**src/rtl/trng_seq_ctrl.sv**
```systemverilog
// trng_seq_ctrl: sequencer feeding a skewed row stream into a triangular systolic array.
// Optional perf counters (row_cnt, cyc_cnt) are built when TRNG_SEQ_CTRL_PERF_EN is defined.
module trng_seq_ctrl #(
    parameter int N_DIM = 3,
    parameter int DW    = 16
) (
    input  logic                  clk,
    input  logic                  rst,
    input  logic                  start,
    output logic                  busy,
    output logic                  done,
    input  logic                  in_valid,
    output logic                  in_ready,
    input  logic [N_DIM*DW-1:0]   in_data,
    input  logic                  in_last,
    output logic                  arr_clr,
    output logic                  arr_en,
    output logic [1:0]            arr_mode,
    output logic [N_DIM*DW-1:0]   arr_vin,
    output logic [N_DIM-1:0]      arr_vin_vld,
    input  logic                  out_ready
`ifdef TRNG_SEQ_CTRL_PERF_EN
    ,
    output logic [15:0]           row_cnt,
    output logic [31:0]           cyc_cnt
`endif
);
    localparam int CW = $clog2(2 * N_DIM);
    typedef enum logic [2:0] {IDLE, CLEAR, LOAD, FLUSH, DRAIN, DONE} state_t;
    state_t state;
    logic [CW-1:0] cnt;
    logic acc, shifting;
    assign acc      = in_valid && in_ready;
    assign shifting = (state == LOAD) || (state == FLUSH);
    // cnt is reused: FLUSH length first, then remaining DRAIN beats
    always_ff @(posedge clk or posedge rst) begin
        if (rst) begin
            state <= IDLE;
            cnt   <= '0;
        end else begin
            case (state)
                IDLE:  if (start) state <= CLEAR;
                CLEAR: state <= LOAD;
                LOAD:  if (in_valid && in_last) begin
                    state <= FLUSH;
                    cnt   <= CW'(2 * N_DIM - 2);
                end
                FLUSH: if (cnt == '0) begin
                    state <= DRAIN;
                    cnt   <= CW'(N_DIM - 1);
                end else cnt <= cnt - 1'b1;
                DRAIN: if (out_ready) begin
                    if (cnt == '0) state <= DONE;
                    else cnt <= cnt - 1'b1;
                end
                DONE:    state <= IDLE;
                default: state <= IDLE;
            endcase
        end
    end
    assign busy     = state != IDLE;
    assign done     = state == DONE;
    assign in_ready = state == LOAD;
    assign arr_clr  = state == CLEAR;
    assign arr_en   = shifting || (state == DRAIN && out_ready);
    assign arr_mode = shifting ? 2'b01 : (state == DRAIN) ? 2'b10 : 2'b00;
    // lane k is delayed through k+1 stages; idle slots carry zero bubbles
    for (genvar k = 0; k < N_DIM; k++) begin : g_lane
        logic [DW-1:0] d [k+1];
        logic [k:0]    v;
        always_ff @(posedge clk or posedge rst) begin
            if (rst) begin
                for (int j = 0; j <= k; j++) d[j] <= '0;
                v <= '0;
            end else if (shifting) begin
                d[0] <= acc ? in_data[k*DW +: DW] : '0;
                v[0] <= acc;
                for (int j = k; j > 0; j--) begin
                    d[j] <= d[j-1];
                    v[j] <= v[j-1];
                end
            end
        end
        assign arr_vin[k*DW +: DW] = shifting ? d[k] : '0;
        assign arr_vin_vld[k]      = shifting && v[k];
    end
`ifdef TRNG_SEQ_CTRL_PERF_EN
    // counters restart on job start and freeze once DONE is reached
    always_ff @(posedge clk or posedge rst) begin
        if (rst) begin
            row_cnt <= '0;
            cyc_cnt <= '0;
        end else if (state == IDLE && start) begin
            row_cnt <= '0;
            cyc_cnt <= '0;
        end else if (busy && state != DONE) begin
            cyc_cnt <= cyc_cnt + 1'b1;
            if (acc && row_cnt != 16'hFFFF) row_cnt <= row_cnt + 1'b1;
        end
    end
`endif
endmodule

```
**config.mk**
```make
export PLATFORM = sky130hd
export DESIGN_NAME = trng_seq_ctrl
export DESIGN_NICKNAME = d
export VERILOG_FILES = /design/src/rtl/trng_seq_ctrl.sv
export SDC_FILE = /design/constraint.sdc
export NUM_CORES = 1
export LEC_CHECK = 0
export CAP_MARGIN = 20
export CORE_ASPECT_RATIO = 1.5
export CORE_MARGIN = 5
export CORE_UTILIZATION = 30
export DETAILED_ROUTE_END_ITERATION = 6
export GPL_ROUTABILITY_DRIVEN = 0
export PLACE_DENSITY = 0.52
export SETUP_SLACK_MARGIN = 0.1
export SYNTH_ARGS = -nofsm -noshare
export SYNTH_HDL_FRONTEND = slang
export SYNTH_SLANG_ARGS = --single-unit
```
**constraint.sdc**
```tcl
create_clock -name clk -period 8.45 [get_ports clk]
set_clock_uncertainty 0.15 [all_clocks]
set_input_delay 1.69 -clock clk [delete_from_list [all_inputs] [get_ports clk]]
set_output_delay 1.69 -clock clk [all_outputs]
set_load 0.02 [all_outputs]
```
==> impl_metrics.tcl <==
set metrics [dict create \
    wl_per_cell_um 14.50 \
    regArea_um2 2628 \
    htreeDepth 3 \
    setup_viol 0 \
    hold_viol 0 \
    gr-usage-all-layers_pct 12.90 \
    cp_slowest_cell "buf_4" \
    drtIter0Drc 114 \
    min_path_cells 2 \
    yosysUniqueCellTypes 32 \
    die-area_um2 17140 \
    ant_nets 0 \
    leakagePower_nw 2.843 \
    cp_data_arrival_time_ns 3.27 \
    placedCellCount 706 \
    multi_input_area_um2 1569 \
    fp.dieH_um 157.9 \
    nets 577 \
    grt_pass1_wl_mm 17.56 \
    antenna_found_initial 0 \
    cts_tree "done" \
    post-route-min-period_ns 5.107 \
    fin_crit_sh_pct 60.44 \
    grt_max_degree 78 \
    cts_buffer_depth 2 \
    powerDensity_nw_per_um2 332.5 \
    path_max_fanout 77 \
    clkSinkCount 105 \
    portBuffers 111 \
    post-cts-setup-buffers 0 \
    synthCells 426 \
    postCtsHoldBufs 0 \
    hold_path_class "reg -> reg" \
    ff2ff_path_depth 5 \
    slew_headroom_pct 37.56 \
    worstSetupStartpointType "register" \
    ys_ff_latch 105 \
    hpwl_mm 6.826 \
    worstSkewPairLatency_ns 0.33 \
    rows 54 \
    synth_seq_area_share_pct 60.09 \
    ys_warn_count 0 \
    pin_count 112 \
    rsz0062_at_grt "no" \
    core_um2 14460 \
    rrSetupSlack_ns 5.62 \
    initial_core_util_pct 30.24 \
    synth_area_um2 4373 \
    whs_endpoint "g_lane[2].d[8]$_DFFE_PP0N_" \
    num_vias 3219 \
    endpoint_kind "output port" \
    hp-start "g_lane[2].d[24]$_DFFE_PP0N_" \
    syn-num-nets 482 \
    max_slew.worst_pin.slew_ns 0.9366 \
    cts_made_buffers 9 \
    die_w_um 108.6 \
    layout_commonest_cell "nand2_1" \
    final_cell_mix "nand2_1 (149), clkdlybuf4s50_1 (111), dfrtp_1 (105)" \
    area_growth_pct 34.74 \
    worstPathRequired_ns 6.61 \
    gr-total-overflow 0 \
    n_antenna_cell 0 \
    crit_chain "nand2b_4, inv_2, buf_4, and2_1, clkdlybuf4s50_1" \
    tns_ns 0 \
    avgSynthCellArea_um2 10.27 \
    clk_pin_slew_ns 0.07 \
    cpPeakStageDelay_ns 0.63 \
    r2r-end "g_lane[0].d[15]$_DFFE_PP0N_" \
    finalNonFillerCells 720 \
    drive_above_1_share_pct 4.198 \
    path_class "reg -> out" \
    remaining_drc_errors 0 \
    cts_root_buf "clkbuf_16" \
    status "completed" \
    grt_pass1_vias 3506 \
    drv_cap 0 \
    final_max_slew_viol_count 0 \
    r2r_start "state[2]$_DFFE_PP0P_" \
    max-vdd-ir-drop_mv 0.1142 \
    max_freq_mhz 195.8 \
    post_cts_resized 0 \
    total_power_w 0.001959 \
    drt-vias-per-instance 4.471 \
    n_fill_cell 1471 \
    routed_wl_mm 10.44 \
    drtPass1Iterations 4 \
]
## through the flow
step                      instance area, um^2  hold WS [ns]  util, %  worst slack (ns)
after floorplan                          4373        0.2874        -             3.849
after detailed placement                 5608        0.3041    38.79             3.587
after global placement                   5608        0.2983    38.79             3.609
final                                    5892        0.3113    40.75             3.343
after CTS                                5892        0.3165    40.75             3.280
after global routing                     5892        0.3284    40.75             3.044
## final cells by class
cell class	instances	share of cell area, %
sequential	105	44.60
multi-input combinational	284	26.63
timing repair buffer	115	19.37
tap	196	4.162
clock buffer	9	3.822
clock inverter	5	0.9981
inverter	6	0.4247
## cells by family after synthesis
family	count (synthesis)	share of synthesized area, %
adder cells (fa/ha/maj)	2	0.5722
flip-flops	105	60.09
AND/OR/NAND/NOR	217	22.72
buffers and inverters	37	4.206
multiplexers	1	0.2289
AO/OA/AOI/OAI	64	12.19
## power breakdown
| group | internal, W | leakage, nW | switching, W | total, W |
|---|---|---|---|---|
| clock | 0.000226 | 0.133 | 0.000175 | 0.000402 |
| combinational | 0.000336 | 1.31 | 0.000450 | 0.000785 |
| sequential | 0.000672 | 1.40 | 0.000100 | 0.000772 |
## sequential cells by signal, indices dropped and copies added (netlist names)
register  cells
cnt           3
g_lane.d     96
g_lane.v      3
state         3
## cell usage after synthesis, drive strengths merged
| master | n | area [um^2] |
|---|---|---|
| o221ai | 1 | 8.760 |
| o21a | 1 | 7.510 |
| a21oi | 3 | 15.01 |
| nor2b | 1 | 6.260 |
| clkbuf | 8 | 30.03 |
| nor3 | 1 | 5.000 |
| inv | 6 | 22.52 |
| and3 | 1 | 6.260 |
| nand4bb | 1 | 11.26 |
| a32o | 1 | 10.01 |
| a21o | 3 | 22.52 |
| mux2i | 1 | 10.01 |
| or3 | 1 | 6.260 |
| nand2 | 149 | 559.3 |
| and3b | 1 | 8.760 |
| a211o | 1 | 8.760 |
| o32ai | 1 | 8.760 |
| nand2b | 2 | 12.51 |
| and2 | 52 | 325.3 |
| nor3b | 3 | 33.78 |
| nor2 | 5 | 18.77 |
| o21ai | 2 | 10.01 |
| buf | 23 | 131.4 |
| a22o | 48 | 420.4 |
| ha | 2 | 25.02 |
| o311ai | 1 | 8.760 |
| dfrtp | 105 | 2628 |
| o22ai | 2 | 12.51 |
## worst max-delay path by stage
stage	to	cells past startpoint	slack [ns]	startpoint
floorplan	cnt[0]$_DFFE_PP0P_	1	3.85	rst
global placement	arr_en	4	3.61	out_ready
detailed placement	arr_en	4	3.59	out_ready
CTS	arr_vin_vld[0]	5	3.28	state[2]$_DFFE_PP0P_
global route	arr_vin_vld[0]	5	3.04	state[2]$_DFFE_PP0P_
finish	arr_vin_vld[0]	5	3.34	state[2]$_DFFE_PP0P_
## layer usage
| layer | track usage (%) | up-vias | part of all wire (%) |
|---|---|---|---|
| met3 | 2.774 | 4 | 4.1 |
| met2 | 22.22 | 63 | 52 |
| li1 | - | 1579 | - |
| met1 | 15.91 | 1573 | 43 |
| met5 | 0 | - | 0 |
| met4 | 4.452 | 0 | 0.93 |
## critical path, delay by kind of cell (launching register included)
family	cells	cell delay (ns)
flip-flops	1	0.47
buffers and inverters	3	1.70
AND/OR/NAND/NOR	2	0.70
(Power assumes the default switching activity.)
